## src/rtl/vga_sync_decoder_if.sv

```systemverilog
// Sampled VGA input pins and recovered timing outputs of the sync decoder.
// VGA_DEC_CHECKSUM_EN adds the per-frame colour checksum signals.
interface vga_sync_decoder_if;
  logic       VGA_HS;
  logic       VGA_VS;
  logic       VGA_R2;
  logic       VGA_G2;
  logic       VGA_B2;
  logic [9:0] h_pos;
  logic [9:0] v_pos;
  logic [2:0] pix_rgb;
  logic       pixel_valid;
  logic       locked;
  logic       frame_start;
  logic       err_h;
  logic       err_v;
`ifdef VGA_DEC_CHECKSUM_EN
  logic [15:0] frame_sum;
  logic        frame_sum_valid;

  modport master (
    output VGA_HS, VGA_VS, VGA_R2, VGA_G2, VGA_B2,
    input  h_pos, v_pos, pix_rgb, pixel_valid, locked, frame_start, err_h, err_v,
    input  frame_sum, frame_sum_valid
  );
  modport slave (
    input  VGA_HS, VGA_VS, VGA_R2, VGA_G2, VGA_B2,
    output h_pos, v_pos, pix_rgb, pixel_valid, locked, frame_start, err_h, err_v,
    output frame_sum, frame_sum_valid
  );
`else
  modport master (
    output VGA_HS, VGA_VS, VGA_R2, VGA_G2, VGA_B2,
    input  h_pos, v_pos, pix_rgb, pixel_valid, locked, frame_start, err_h, err_v
  );
  modport slave (
    input  VGA_HS, VGA_VS, VGA_R2, VGA_G2, VGA_B2,
    output h_pos, v_pos, pix_rgb, pixel_valid, locked, frame_start, err_h, err_v
  );
`endif
endinterface

```

## src/rtl/vga_sync_decoder.sv

```systemverilog
// VGA sync decoder: recovers pixel position, lock and sync errors, 2-cycle latency, no backpressure.
// Optional VGA_DEC_CHECKSUM_EN adds a per-frame sum of pix_rgb over the active area.
module vga_sync_decoder #(
  parameter int H_DISPLAY   = 640,
  parameter int H_FRONT     = 16,
  parameter int H_PULSE     = 96,
  parameter int H_BACK      = 48,
  parameter int V_DISPLAY   = 480,
  parameter int V_FRONT     = 10,
  parameter int V_PULSE     = 2,
  parameter int V_BACK      = 33,
  parameter int LOCK_FRAMES = 2
) (
  input  logic              CLK,
  input  logic              RST_N,
  vga_sync_decoder_if.slave vga
);

  localparam int H_TOTAL = H_DISPLAY + H_FRONT + H_PULSE + H_BACK;
  localparam int V_TOTAL = V_DISPLAY + V_FRONT + V_PULSE + V_BACK;

  localparam logic [9:0] H_LAST = 10'(H_TOTAL - 1);
  localparam logic [9:0] V_LAST = 10'(V_TOTAL - 1);
  localparam logic [9:0] H_SS   = 10'(H_DISPLAY + H_FRONT);
  localparam logic [9:0] H_SE   = 10'(H_DISPLAY + H_FRONT + H_PULSE);
  localparam logic [9:0] V_SS   = 10'(V_DISPLAY + V_FRONT);
  localparam logic [9:0] V_SE   = 10'(V_DISPLAY + V_FRONT + V_PULSE);
  localparam logic [9:0] H_ACT  = 10'(H_DISPLAY);
  localparam logic [9:0] V_ACT  = 10'(V_DISPLAY);
  localparam logic [3:0] LOCK_N = 4'(LOCK_FRAMES);

  typedef enum logic [1:0] {SEARCH, SYNC, LOCKED} state_t;

  state_t     state_q, state_d;
  logic [3:0] cnt_q, cnt_d;
  logic       hs_a_q, hs_h_q, vs_a_q, vs_h_q;
  logic [2:0] rgb_a_q, pix_q;
  logic [9:0] h_q, h_d, v_q, v_d;
  logic       lk_q, lk_d, pv_q, pv_d, fs_q, fs_d, eh_q, eh_d, ev_q, ev_d;

  logic       hs_rise, hs_fall, vs_rise, vs_fall;
  logic       eh_raw, ev_raw, any_err;
  logic [9:0] h_pred, v_pred;

  always_comb begin
    hs_rise = hs_a_q & ~hs_h_q;
    hs_fall = ~hs_a_q & hs_h_q;
    vs_rise = vs_a_q & ~vs_h_q;
    vs_fall = ~vs_a_q & vs_h_q;

    h_pred = (h_q == H_LAST) ? 10'd0 : h_q + 10'd1;
    v_pred = v_q;
    if (h_q == H_LAST) begin
      v_pred = (v_q == V_LAST) ? 10'd0 : v_q + 10'd1;
    end

    eh_raw = (hs_rise && (h_pred != H_SS)) || (hs_fall && (h_pred != H_SE));
    ev_raw = (vs_rise && ((h_pred != 10'd0) || (v_pred != V_SS))) ||
             (vs_fall && ((h_pred != 10'd0) || (v_pred != V_SE)));

    // Sync edges realign the free-running counters; VS wins over HS for h.
    h_d = h_pred;
    v_d = v_pred;
    if (hs_rise) begin
      h_d = H_SS;
    end
    if (vs_rise) begin
      h_d = 10'd0;
      v_d = V_SS;
    end

    eh_d    = eh_raw && (state_q != SEARCH);
    ev_d    = ev_raw && (state_q != SEARCH);
    any_err = eh_d || ev_d;

    state_d = state_q;
    cnt_d   = cnt_q;
    case (state_q)
      SEARCH: begin
        if (vs_rise) begin
          state_d = SYNC;
          cnt_d   = 4'd0;
        end
      end
      SYNC: begin
        if (any_err) begin
          state_d = SEARCH;
          cnt_d   = 4'd0;
        end else if (vs_rise) begin
          cnt_d = cnt_q + 4'd1;
          if (cnt_q + 4'd1 == LOCK_N) begin
            state_d = LOCKED;
          end
        end
      end
      LOCKED: begin
        if (any_err) begin
          state_d = SEARCH;
          cnt_d   = 4'd0;
        end
      end
      default: begin
        state_d = SEARCH;
        cnt_d   = 4'd0;
      end
    endcase

    lk_d = (state_d == LOCKED);
    pv_d = lk_d && (h_d < H_ACT) && (v_d < V_ACT);
    fs_d = lk_d && (h_d == 10'd0) && (v_d == 10'd0);
  end

  always_ff @(posedge CLK or negedge RST_N) begin
    if (!RST_N) begin
      state_q <= SEARCH;
      cnt_q   <= 4'd0;
      hs_a_q  <= 1'b0;
      hs_h_q  <= 1'b0;
      vs_a_q  <= 1'b0;
      vs_h_q  <= 1'b0;
      rgb_a_q <= 3'd0;
      pix_q   <= 3'd0;
      h_q     <= 10'd0;
      v_q     <= 10'd0;
      lk_q    <= 1'b0;
      pv_q    <= 1'b0;
      fs_q    <= 1'b0;
      eh_q    <= 1'b0;
      ev_q    <= 1'b0;
    end else begin
      state_q <= state_d;
      cnt_q   <= cnt_d;
      hs_a_q  <= vga.VGA_HS;
      hs_h_q  <= hs_a_q;
      vs_a_q  <= vga.VGA_VS;
      vs_h_q  <= vs_a_q;
      rgb_a_q <= {vga.VGA_R2, vga.VGA_G2, vga.VGA_B2};
      pix_q   <= rgb_a_q;
      h_q     <= h_d;
      v_q     <= v_d;
      lk_q    <= lk_d;
      pv_q    <= pv_d;
      fs_q    <= fs_d;
      eh_q    <= eh_d;
      ev_q    <= ev_d;
    end
  end

  assign vga.h_pos       = h_q;
  assign vga.v_pos       = v_q;
  assign vga.pix_rgb     = pix_q;
  assign vga.pixel_valid = pv_q;
  assign vga.locked      = lk_q;
  assign vga.frame_start = fs_q;
  assign vga.err_h       = eh_q;
  assign vga.err_v       = ev_q;

`ifdef VGA_DEC_CHECKSUM_EN
  logic [15:0] acc_q, sum_q;
  logic        sum_vld_q;

  // Accumulator only holds a partial frame while locked, so the first
  // frame_sum after lock covers a complete frame.
  always_ff @(posedge CLK or negedge RST_N) begin
    if (!RST_N) begin
      acc_q     <= 16'd0;
      sum_q     <= 16'd0;
      sum_vld_q <= 1'b0;
    end else if (vs_rise && (state_q == LOCKED)) begin
      sum_q     <= acc_q;
      sum_vld_q <= 1'b1;
      acc_q     <= 16'd0;
    end else begin
      sum_vld_q <= 1'b0;
      if (state_q != LOCKED) begin
        acc_q <= 16'd0;
      end else if (pv_q) begin
        acc_q <= acc_q + {13'd0, pix_q};
      end
    end
  end

  assign vga.frame_sum       = sum_q;
  assign vga.frame_sum_valid = sum_vld_q;
`endif

endmodule
```

## src/flat_wrapper.sv

```systemverilog
// flat-port wrapper written by rule: the top's interface ports become plain ports
module vga_sync_decoder_flat 
#(
  parameter int H_DISPLAY   = 640,
  parameter int H_FRONT     = 16,
  parameter int H_PULSE     = 96,
  parameter int H_BACK      = 48,
  parameter int V_DISPLAY   = 480,
  parameter int V_FRONT     = 10,
  parameter int V_PULSE     = 2,
  parameter int V_BACK      = 33,
  parameter int LOCK_FRAMES = 2
)
  (CLK, RST_N, vga_VGA_HS, vga_VGA_VS, vga_VGA_R2, vga_VGA_G2, vga_VGA_B2, vga_h_pos, vga_v_pos, vga_pix_rgb, vga_pixel_valid, vga_locked, vga_frame_start, vga_err_h, vga_err_v);
  vga_sync_decoder_if vga_i ();
  input  logic CLK;
  input  logic RST_N;
  input wire logic [$bits(vga_i.VGA_HS)-1:0] vga_VGA_HS;
  input wire logic [$bits(vga_i.VGA_VS)-1:0] vga_VGA_VS;
  input wire logic [$bits(vga_i.VGA_R2)-1:0] vga_VGA_R2;
  input wire logic [$bits(vga_i.VGA_G2)-1:0] vga_VGA_G2;
  input wire logic [$bits(vga_i.VGA_B2)-1:0] vga_VGA_B2;
  output wire logic [$bits(vga_i.h_pos)-1:0] vga_h_pos;
  output wire logic [$bits(vga_i.v_pos)-1:0] vga_v_pos;
  output wire logic [$bits(vga_i.pix_rgb)-1:0] vga_pix_rgb;
  output wire logic [$bits(vga_i.pixel_valid)-1:0] vga_pixel_valid;
  output wire logic [$bits(vga_i.locked)-1:0] vga_locked;
  output wire logic [$bits(vga_i.frame_start)-1:0] vga_frame_start;
  output wire logic [$bits(vga_i.err_h)-1:0] vga_err_h;
  output wire logic [$bits(vga_i.err_v)-1:0] vga_err_v;
  assign vga_i.VGA_HS = vga_VGA_HS;
  assign vga_i.VGA_VS = vga_VGA_VS;
  assign vga_i.VGA_R2 = vga_VGA_R2;
  assign vga_i.VGA_G2 = vga_VGA_G2;
  assign vga_i.VGA_B2 = vga_VGA_B2;
  assign vga_h_pos = vga_i.h_pos;
  assign vga_v_pos = vga_i.v_pos;
  assign vga_pix_rgb = vga_i.pix_rgb;
  assign vga_pixel_valid = vga_i.pixel_valid;
  assign vga_locked = vga_i.locked;
  assign vga_frame_start = vga_i.frame_start;
  assign vga_err_h = vga_i.err_h;
  assign vga_err_v = vga_i.err_v;
  vga_sync_decoder #(.H_DISPLAY(H_DISPLAY), .H_FRONT(H_FRONT), .H_PULSE(H_PULSE), .H_BACK(H_BACK), .V_DISPLAY(V_DISPLAY), .V_FRONT(V_FRONT), .V_PULSE(V_PULSE), .V_BACK(V_BACK), .LOCK_FRAMES(LOCK_FRAMES)) u_core (.CLK(CLK), .RST_N(RST_N), .vga(vga_i));
endmodule
```

## config.mk

```make
export PLATFORM = sky130hd
export DESIGN_NAME = vga_sync_decoder_flat
export DESIGN_NICKNAME = d
export VERILOG_FILES = /design/src/rtl/vga_sync_decoder_if.sv /design/src/rtl/vga_sync_decoder.sv /design/src/flat_wrapper.sv
export SDC_FILE = /design/constraint.sdc
export NUM_CORES = 1
export LEC_CHECK = 0
export CORE_MARGIN = 1.5
export CORE_UTILIZATION = 40
export DETAILED_ROUTE_END_ITERATION = 8
export GPL_ROUTABILITY_DRIVEN = 0
export GPL_TIMING_DRIVEN = 0
export MAX_ROUTING_LAYER = met4
export PLACE_DENSITY_LB_ADDON = 0.08
export SLEW_MARGIN = 0
export SYNTH_ARGS = -nofsm -noshare
export SYNTH_HDL_FRONTEND = slang
export SYNTH_SLANG_ARGS = --single-unit
export TNS_END_PERCENT = 30
```

## constraint.sdc

```tcl
create_clock -name CLK -period 5.2 [get_ports CLK]
set_input_delay 0.52 -clock CLK [delete_from_list [all_inputs] [get_ports CLK]]
set_output_delay 0.52 -clock CLK [all_outputs]
set_load 0.03 [all_outputs]
```

### Word level (Yosys, flattened, before mapping)

Cells that the tools add are included.

* register bits after elaboration: 41
* output and inout bits: 28
* word-level logic and storage cells: 79

* add/sub/neg operators: 3
* magnitude comparators: 2
* equality and inequality tests: 13
* muxes and demuxes: 17
* bitwise operators: 8
* reduce and logical (&&, ||, !) cells: 21

Operators with widths (count)
* 10-bit 2-to-1 mux: 6
* 10-bit by 1-bit adder with 10-bit output (second input constant): 2
* 10-bit == test (second input constant): 2
* 10-bit zero test: 2
* 10-bit inequality test (second input constant): 2
* 10-bit by 9-bit inequality test with 1-bit output (second input constant): 2
* 4-bit 2-to-1 mux: 4
* 4-bit case mux with 3 select lines: 1
* 1-bit logical AND: 10
* 10-bit less-than comparator (second input constant): 1
* 10-bit by 9-bit less-than comparator with 1-bit output (second input constant): 1
* 2-bit 2-to-1 mux: 5
* 10-bit nonzero test: 1
* 2-bit case mux with 3 select lines: 1
* 1-bit logical OR: 5
* 4-bit by 1-bit adder with 4-bit output (second input constant): 1
* 1-bit bitwise AND: 4
* 2-bit == test (second input constant): 2
* 4-bit by 2-bit == test with 1-bit output (second input constant): 1
* 2-bit by 1-bit inequality test with 1-bit output (second input constant): 2
* 1-bit inverter: 4
* 3-bit by 1-bit inequality test with 1-bit output (second input constant): 1
* 3-bit AND reduction: 1
* 2-bit by 1-bit == test with 1-bit output (second input constant): 1
* 2 further kinds: 2

### Depth between registers and ports, before layout

Gate-level depths: netlist of run 1.

* depth in word-level cells: 14
* gate-level depth with buffers: 12
* depth with buffers taken out: 10

### Worst setup path before layout of run 1

No wires, ideal clock.

* kind: register to register
* start: register u_core.h_q[0], in the netlist u_core.vga.h_pos[0]
* end: register u_core.fs_q, in the netlist u_core.vga.frame_start
* arrival time: 2.972 ns
* slack: 2.132 ns
* stages on the path, launching flop included: 12
* cells stage by stage: dfrtp_1 -> ha_1 -> and4_4 -> buf_6 -> and3_1 -> buf_6 -> buf_8 -> a222oi_1 -> or4b_4 -> o22ai_4 -> nand3_4 -> nor4_2

* longest elaborated chain between the ends: 13

RTL lines
* start, declared: line vga_sync_decoder.sv:38 `logic [9:0] h_q, h_d, v_q, v_d;`
* start signal, assigned: line vga_sync_decoder.sv:123 `h_q <= 10'd0;`
* start signal, assigned: line vga_sync_decoder.sv:139 `h_q <= h_d;`
* 10-bit by 1-bit adder with 10-bit output / 10-bit == test (equally long branches): line vga_sync_decoder.sv:51, vga_sync_decoder.sv:53
* 10-bit 2-to-1 mux, on equally long branches: line vga_sync_decoder.sv:51, vga_sync_decoder.sv:53
* 10-bit nonzero test (tied with other cells): line vga_sync_decoder.sv:58, vga_sync_decoder.sv:59
* 1-bit logical OR, on equally long branches: line vga_sync_decoder.sv:58, vga_sync_decoder.sv:59
* 1-bit logical AND, on equally long branches: line vga_sync_decoder.sv:58, vga_sync_decoder.sv:59
* 1-bit logical OR: line vga_sync_decoder.sv:58 `ev_raw = (vs_rise && ((h_pred != 10'd0) || (v_pred != V_SS))) ||`
* 1-bit logical AND: line vga_sync_decoder.sv:73 `ev_d = ev_raw && (state_q != SEARCH);`
* 1-bit logical OR: line vga_sync_decoder.sv:74 `any_err = eh_d || ev_d;`
* 2-bit 2-to-1 mux, on equally long branches: line vga_sync_decoder.sv:97, vga_sync_decoder.sv:86
* 2-bit case mux with 3 select lines: line vga_sync_decoder.sv:78 `case (state_q)`
* 2-bit == test: line vga_sync_decoder.sv:108 `lk_d = (state_d == LOCKED);`
* 1-bit logical AND: line vga_sync_decoder.sv:110 `fs_d = lk_d && (h_d == 10'd0) && (v_d == 10'd0);`
* 1-bit logical AND *: line vga_sync_decoder.sv:110
* named net u_core.fs_d: line vga_sync_decoder.sv:39 `logic lk_q, lk_d, pv_q, pv_d, fs_q, fs_d, eh_q, eh_d, ev_q, ev_d;`
* end signal, assigned: line vga_sync_decoder.sv:143 `fs_q <= fs_d;`
* end, declared: line vga_sync_decoder.sv:39

Mark *: on every way through the listed nets, which the timed path passes. The rest lies on a longest branch.
A chain may end at the register's enable or synchronous reset.

### Worst setup path after layout of run 1

* start: register u_core.h_q[0], in the netlist u_core.vga.h_pos[0]
* end: register u_core.pv_q, in the netlist u_core.vga.pixel_valid

* longest elaborated chain between the ends: 13

RTL lines
* 10-bit by 1-bit adder with 10-bit output / 10-bit == test (equally long branches): line vga_sync_decoder.sv:51, vga_sync_decoder.sv:53
* 10-bit 2-to-1 mux, on equally long branches: line vga_sync_decoder.sv:51, vga_sync_decoder.sv:53
* 10-bit nonzero test (tied with other cells): line vga_sync_decoder.sv:58, vga_sync_decoder.sv:59
* 1-bit logical OR, on equally long branches: line vga_sync_decoder.sv:58, vga_sync_decoder.sv:59
* 1-bit logical AND, on equally long branches: line vga_sync_decoder.sv:58, vga_sync_decoder.sv:59
* 1-bit logical OR: line vga_sync_decoder.sv:58
* 1-bit logical AND: line vga_sync_decoder.sv:73
* 1-bit logical OR: line vga_sync_decoder.sv:74
* 2-bit 2-to-1 mux, on equally long branches: line vga_sync_decoder.sv:97, vga_sync_decoder.sv:86
* 2-bit case mux with 3 select lines: line vga_sync_decoder.sv:78
* 2-bit == test: line vga_sync_decoder.sv:108
* 1-bit logical AND: line vga_sync_decoder.sv:109 `pv_d = lk_d && (h_d < H_ACT) && (v_d < V_ACT);`
* 1-bit logical AND *: line vga_sync_decoder.sv:109
* named net u_core.pv_d: line vga_sync_decoder.sv:39
* end signal, assigned: line vga_sync_decoder.sv:142 `pv_q <= pv_d;`
* end, declared: line vga_sync_decoder.sv:39

Marked as above.

==> flow_summary_export.csv, run 1 <==
group,metric,value,unit
yosys,postSynth.asyncResetShare,1.00,
cts,cts_hold_repair.buffers,0,
route,postRouteWirelength,5720,um
sta,post-route-worst-setup-slack,1.66,ns
power_and_ir_drop,finalPower,0.655,mW
critical_path,worst_r2r_endpoint,"u_core.vga.pixel_valid",
global_routing,global_route.overflow_total,0,
cells_and_area,areaGrowthSynthToFinish,22.1,%
cells_and_area,final_cell_area,3020,um^2
sta,report.final.setup_viol,0,
placed_design,port-buffer-count,34,
floorplan,io_pins,35,
sta,final_hold_viol_count,0,
cells_and_area,final_layout_size_suffix_gt1_frac,0.0951,
hold_path,min_path_type,"in -> async",
sta,period_share,0.681,
cells_and_area,fillerInstances,589,
flow_run,maxCapViolations,0,
cts,cts_made_buffers,5,
placed_design,dp_worst_setup_slack,1.68,ns
yosys,post_synth_main_area_contributors,"sky130_fd_sc_hd__dfrtp_1 (41%), sky130_fd_sc_hd__nand3_1 (3.4%), sky130_fd_sc_hd__nand2_1 (3.3%)",
route,routed-via-count,2142,
floorplan,dieArea,6670,um^2
placed_design,place_hpwl,4270,um
sta,relSlewSlack,0.600,
critical_path,regToRegSetupSlack,1.66,ns
yosys,yosysSeqAreaShare,0.415,
sta,unrepaired_setup_endpoints_after_global_routing,"false",
yosys,number_of_distinct_library_cells_after_synthesis,55,
yosys,most_frequently_used_cell_type_in_the_post_synthesis_netlist,"sky130_fd_sc_hd__dfrtp_1",
route,post-route-drc-count,0,
yosys,post-synth-top-area-cell,"sky130_fd_sc_hd__dfrtp_1",
floorplan,dieHeight,81.6,um
floorplan,start_util,0.415,
route,first_pass_iters,4,
global_routing,first_global_vias,1916,
power_and_ir_drop,cellPowerDensity,217,nW/um^2
sta,tightestPinTransition,0.600,ns
yosys,synthCells,263,
power_and_ir_drop,static-leakage-power,1.20,nW
critical_path,timing.critical_path.to_type,"flop",
cts,numClockSinks,41,
critical_path,timing.setup.critical_path_class,"reg -> reg",
cells_and_area,layout.nets,317,
power_and_ir_drop,irDropWorstVdd,185,uV
critical_path,critical_path.startpoint_type,"flop",
critical_path,path_max_fanout,10,
run_status,result_of_the_run,"complete, no violations",
route,drtIter0Drc,170,
yosys,synth_common_cells,"sky130_fd_sc_hd__dfrtp_1 (41), sky130_fd_sc_hd__nand2_1 (22), sky130_fd_sc_hd__nor2_1 (20), sky130_fd_sc_hd__nand3_1 (17), sky130_fd_sc_hd__o21ai_0 (13)",
cells_and_area,num_antenna_cells,0,
floorplan,die_width,81.6,um
cts,cts_max_level,2,
yosys,ys.warnings.count,0,
critical_path,rr_worst_depth,11,
yosys,synth_nets,275,
sta,fin_skew,0.00505,ns
yosys,top_area_cell_type_share_of_the_netlist_area,0.415,
yosys,syn_area,2470,um^2
sta,fmax,0.283,GHz
cts,insertion_delay,0.29,ns
floorplan,rows,28,
critical_path,rr_startpoint,"u_core.vga.h_pos[0]",
cts,cts_setup_buffers,0,
sta,final.setup.tns,0,ns
global_routing,grt_antenna_before_repair,0,
critical_path,worst_ep_required_time,5.37,ns
cts,cts_tree,"yes",
yosys,number_of_register_bits_inferred_by_synthesis,41,
cts,cts_max_path_buffers,2,
cts,clkTransAtPathRegs,0.08,ns
yosys,synth_area_per_cell,9.41,um^2
sta,layout_min_cycle_time,3.54,ns
cts,cts.root.buffer_cell,"sky130_fd_sc_hd__clkbuf_8",
critical_path,worst_ep_arrival_time,3.71,ns
placed_design,dpl_cell_area,2930,um^2
global_routing,grt_start_max_net_pins,22,
cts,post_cts_resized,0,
global_routing,first_pass_grt_wire_length,9360,um
yosys,number_of_flops_mapped_to_enable_cells_by_yosys,0,
global_routing,grt_util_all_layers,0.194,
yosys,ys_dominant_reg_cell,"sky130_fd_sc_hd__dfrtp_1",
sta,final-max-slew-violation-count,0,
route,postRouteAntennaNets,0,
route,wire_per_inst,15.1,um
critical_path,critical_path.startpoint,"u_core.vga.h_pos[0]",
floorplan,core_region_area,5960,um^2
route,viasPerCell,5.64,
routing by layer:
layer	up-vias	track usage	wire (um)
met5	-	-	0
met1	1048	0.276	2790
met4	0	0.0593	59
met3	4	0.0333	198
li1	1048	-	-
met2	42	0.283	2680
cell families after synthesis:
family,synth area share
AND/OR/NAND/NOR,0.277
AO/OA/AOI/OAI,0.174
flip-flops,0.415
buffers and inverters,0.0632
XOR/XNOR,0.0460
adder cells (fa/ha/maj),0.0253
critical path, stage by stage, from the launching register on:
cell                       delay [ns]
sky130_fd_sc_hd__dfrtp_1         0.45
sky130_fd_sc_hd__ha_1            0.32
sky130_fd_sc_hd__and4_4          0.22
sky130_fd_sc_hd__buf_6           0.13
sky130_fd_sc_hd__nand3_1         0.14
sky130_fd_sc_hd__clkbuf_1        0.47
sky130_fd_sc_hd__a221oi_1        0.24
sky130_fd_sc_hd__nor4b_1         0.45
sky130_fd_sc_hd__nand2_1         0.18
sky130_fd_sc_hd__a31oi_4         0.33
sky130_fd_sc_hd__nand3_4         0.15
sky130_fd_sc_hd__nor4_2          0.35
state kept, by name (all words and copies together), names as in the netlist, 2 cells and up:
register,flops
u_core.rgb_a_q,3
u_core.cnt_q,4
u_core.vga.pix_rgb,3
u_core.vga.h_pos,10
u_core.state_q,2
u_core.vga.v_pos,10
worst max path at each step:
stage,endpoint,slack [ns],cells past startpoint
CTS,u_core.vga.frame_start,1.66,11
global route,u_core.vga.frame_start,1.42,11
floorplan,u_core.vga.frame_start,2.13,11
finish,u_core.vga.pixel_valid,1.66,11
global placement,u_core.vga.frame_start,1.67,11
detailed placement,u_core.vga.pixel_valid,1.68,11
placed cells by master, fill, tap and decap left out, drive strengths merged, types with 5 or more instances in the layout:
cell type	n
nor2	21
a21oi	12
clkdlybuf4s50	33
nand2b	6
dfrtp	41
nand4	8
and3	6
and4	5
o21ai	13
nand2	22
inv	12
buf	11
clkbuf	13
ha	5
xor2	6
a31oi	5
xnor2	7
nand3	18
nor3	8
where the power goes:
group          internal, mW  switching (mW)
registers             0.331          0.0136
logic                0.0406          0.0605
clock network         0.105           0.105
total                 0.477           0.179
layout make-up:
| type | count | area (um^2) | area share |
|---|---|---|---|
| Multi-Input combinational cell | 194 | 1290 | 0.428 |
| Sequential cell | 41 | 1030 | 0.340 |
| Timing Repair Buffer | 35 | 363 | 0.120 |
| Buffer | 16 | 111 | 0.0369 |
| Tap cell | 75 | 93.8 | 0.0311 |
| Clock buffer | 6 | 82.6 | 0.0273 |
| Inverter | 12 | 45.0 | 0.0149 |
| Clock inverter | 1 | 7.51 | 0.00249 |
per-stage QoR:
step | hold WS, ns | instances | util
floorplan | 0.224 | 263 | -
global placement | 0.335 | 372 | 0.488
detailed placement | 0.338 | 373 | 0.492
CTS | 0.187 | 380 | 0.507
global route | 0.217 | 380 | 0.507
finish | 0.188 | 380 | 0.507
Note: power is estimated with default switching activity, not from simulation.
==> run 2, diff against run 1 <==
Clock period 5.2 ns to 3 ns, I/O delays scaled along.
==> run 2 against run 1 <==
Effect of this change: first-iteration DRC count is 32% lower; global-route usage about the same; utilization rose by 5.6 points; combinational power grew 100%; setup slack got worse by 1.6 ns; clock power up 100%; routed wire length up 8.0%; critical endpoint unchanged; largest cell class unchanged; highest routed layer unchanged.
==> flow_summary_export.csv, run 2 (synthesis gave the netlist of run 1 again) <==
group,metric,value,unit
route,routed-via-count,2266,
floorplan,die_width,81.6,um
cts,cts_max_level,2,
power_and_ir_drop,irDropWorstVdd,231,uV
sta,final.setup.tns,0,ns
placed_design,dpl_cell_area,2930,um^2
route,wire_per_inst,15.5,um
sta,period_share,0.981,
cells_and_area,post-route-util,0.563,
cells_and_area,final_layout_size_suffix_gt1_frac,0.225,
sta,fmax,0.340,GHz
cts,cts_tree,"yes",
sta,relSlewSlack,0.576,
placed_design,port-buffer-count,34,
global_routing,first_global_vias,1997,
floorplan,core_region_area,5960,um^2
power_and_ir_drop,static-leakage-power,1.35,nW
sta,final-max-slew-violation-count,0,
route,post-route-drc-count,0,
sta,report.final.setup_viol,0,
cells_and_area,fillerInstances,550,
global_routing,global_route.overflow_total,0,
cts,cts.root.buffer_cell,"sky130_fd_sc_hd__clkbuf_8",
critical_path,cp.buffers_inverters,2,
cells_and_area,num_antenna_cells,0,
cells_and_area,areaGrowthSynthToFinish,35.5,%
cts,cts_made_buffers,5,
hold_path,min_path_type,"reg -> reg",
route,drtIter0Drc,115,
route,viasPerCell,5.68,
floorplan,dieArea,6670,um^2
sta,final_hold_viol_count,0,
sta,unrepaired_setup_endpoints_after_global_routing,"true",
placed_design,post-place-cells,373,
global_routing,grt_start_max_net_pins,22,
critical_path,timing.critical_path.to_type,"flop",
cts,cts_max_path_buffers,2,
cells_and_area,layout.nets,336,
placed_design,place_hpwl,4230,um
critical_path,path_max_fanout,9,
route,postRouteWirelength,6180,um
flow_run,maxCapViolations,0,
global_routing,first_pass_grt_wire_length,9490,um
cells_and_area,leading_cell_type_in_the_layout_fill_and_taps_excluded,"sky130_fd_sc_hd__dfrtp_1",
cells_and_area,finalNonFillerCells,399,
power_and_ir_drop,cellPowerDensity,367,nW/um^2
cells_and_area,final_cell_area,3350,um^2
run_status,result_of_the_run,"complete, no violations",
critical_path,crit_slowest_cell,"sky130_fd_sc_hd__or4b_4",
critical_path,timing.setup.critical_path_class,"reg -> reg",
critical_path,crit_family,"simple AND/OR/NAND/NOR gates",
cts,numClockSinks,41,
critical_path,worst_ep_arrival_time,3.14,ns
sta,layout_min_cycle_time,2.94,ns
floorplan,dieHeight,81.6,um
floorplan,io_pins,35,
cts,clkTransAtPathRegs,0.08,ns
global_routing,grt_antenna_before_repair,0,
sta,fin_skew,0.00981,ns
cts,insertion_delay,0.29,ns
cells_and_area,layout_common_cells,"sky130_fd_sc_hd__dfrtp_1 (38), sky130_fd_sc_hd__clkdlybuf4s50_1 (33), sky130_fd_sc_hd__nand2_1 (22)",
global_routing,grt_util_all_layers,0.194,
route,first_pass_iters,5,
floorplan,rows,28,
sta,tightestPinTransition,0.637,ns
critical_path,critical_path.startpoint_type,"flop",
floorplan,start_util,0.415,
critical_path,cell_chain_of_the_critical_path,"buf_4 > ha_2 > nand3_1 > nor4b_2 > o211a_1 > a31oi_1 > or4b_4 > o22ai_4 > buf_6 > nand3_4 > nor4_4",
critical_path,worst_ep_required_time,3.19,ns
route,postRouteAntennaNets,0,
critical_path,max_stage_delay,0.61,ns
[run 2: per-layer routing]
metal  GRT usage  vias up  wire (um)
met1       0.267     1103       2860
li1            -     1089          -
met5           -        -          0
met2       0.294       66       3010
met3      0.0367        8        235
met4      0.0492        0         75
[run 2: per-stage QoR]
step	setup WS [ns]	power [mW]	hold WS (ns)
2_1_floorplan	0.00151	0.710	0.00441
3_5_place_dp	-0.447	0.784	0.292
4_1_cts	-0.0166	1.24	0.356
5_1_grt	-0.0713	1.29	0.357
6_report	0.0560	1.23	0.353
3_3_place_gp	-0.460	0.781	0.335
[run 2: path summary, 6_finish.rpt]
| check | to | cells past startpoint | slack (ns) | startpoint |
|---|---|---|---|---|
| worst max-delay path | u_core.vga.pixel_valid | 11 | 0.06 | u_core.vga.v_pos[0] |
| worst min-delay path | u_core.vga.pix_rgb[1] | 0 | 0.35 | u_core.rgb_a_q[1] |
| worst max register to register | u_core.vga.pixel_valid | 11 | 0.06 | u_core.vga.v_pos[0] |
| worst min register to register | u_core.vga.pix_rgb[1] | 0 | 0.35 | u_core.rgb_a_q[1] |
| max in group asynchronous | u_core.vga.h_pos[1] | 3 | 2.01 | RST_N |
| min in group asynchronous | u_core.rgb_a_q[1] | 2 | 0.51 | RST_N |
[run 2: what timing repair did]
item                                   4_1_cts  5_1_grt
endpoints found under the hold margin       20        0
gates resized for setup                     16       26
pin swaps                                    4        9
setup endpoints to repair                   10       10
buffers inserted                             7       15
hold buffers                                 1        0
[run 2: final cells by class]
type                            instances  area [um^2]  area share
Buffer                                 12         96.3      0.0287
Clock buffer                            5         68.8      0.0205
Clock inverter                          2         35.0      0.0105
Inverter                               12         50.0      0.0149
Multi-Input combinational cell        194         1420       0.423
Sequential cell                        41         1030       0.307
Tap cell                               75         93.8      0.0280
Timing Repair Buffer                   58          562       0.168
[run 2: worst register-to-register path, stage by stage (launching register included)]
cell	delay (ns)
sky130_fd_sc_hd__dfrtp_1	0.39
sky130_fd_sc_hd__buf_4	0.14
sky130_fd_sc_hd__ha_2	0.26
sky130_fd_sc_hd__nand3_1	0.24
sky130_fd_sc_hd__nor4b_2	0.27
sky130_fd_sc_hd__o211a_1	0.18
sky130_fd_sc_hd__a31oi_1	0.06
sky130_fd_sc_hd__or4b_4	0.61
sky130_fd_sc_hd__o22ai_4	0.17
sky130_fd_sc_hd__buf_6	0.13
sky130_fd_sc_hd__nand3_4	0.09
sky130_fd_sc_hd__nor4_4	0.31
[run 2: power breakdown]
| part | switching [mW] | internal (mW) |
|---|---|---|
| registers | 0.0200 | 0.575 |
| clock network | 0.186 | 0.242 |
| logic | 0.119 | 0.0877 |
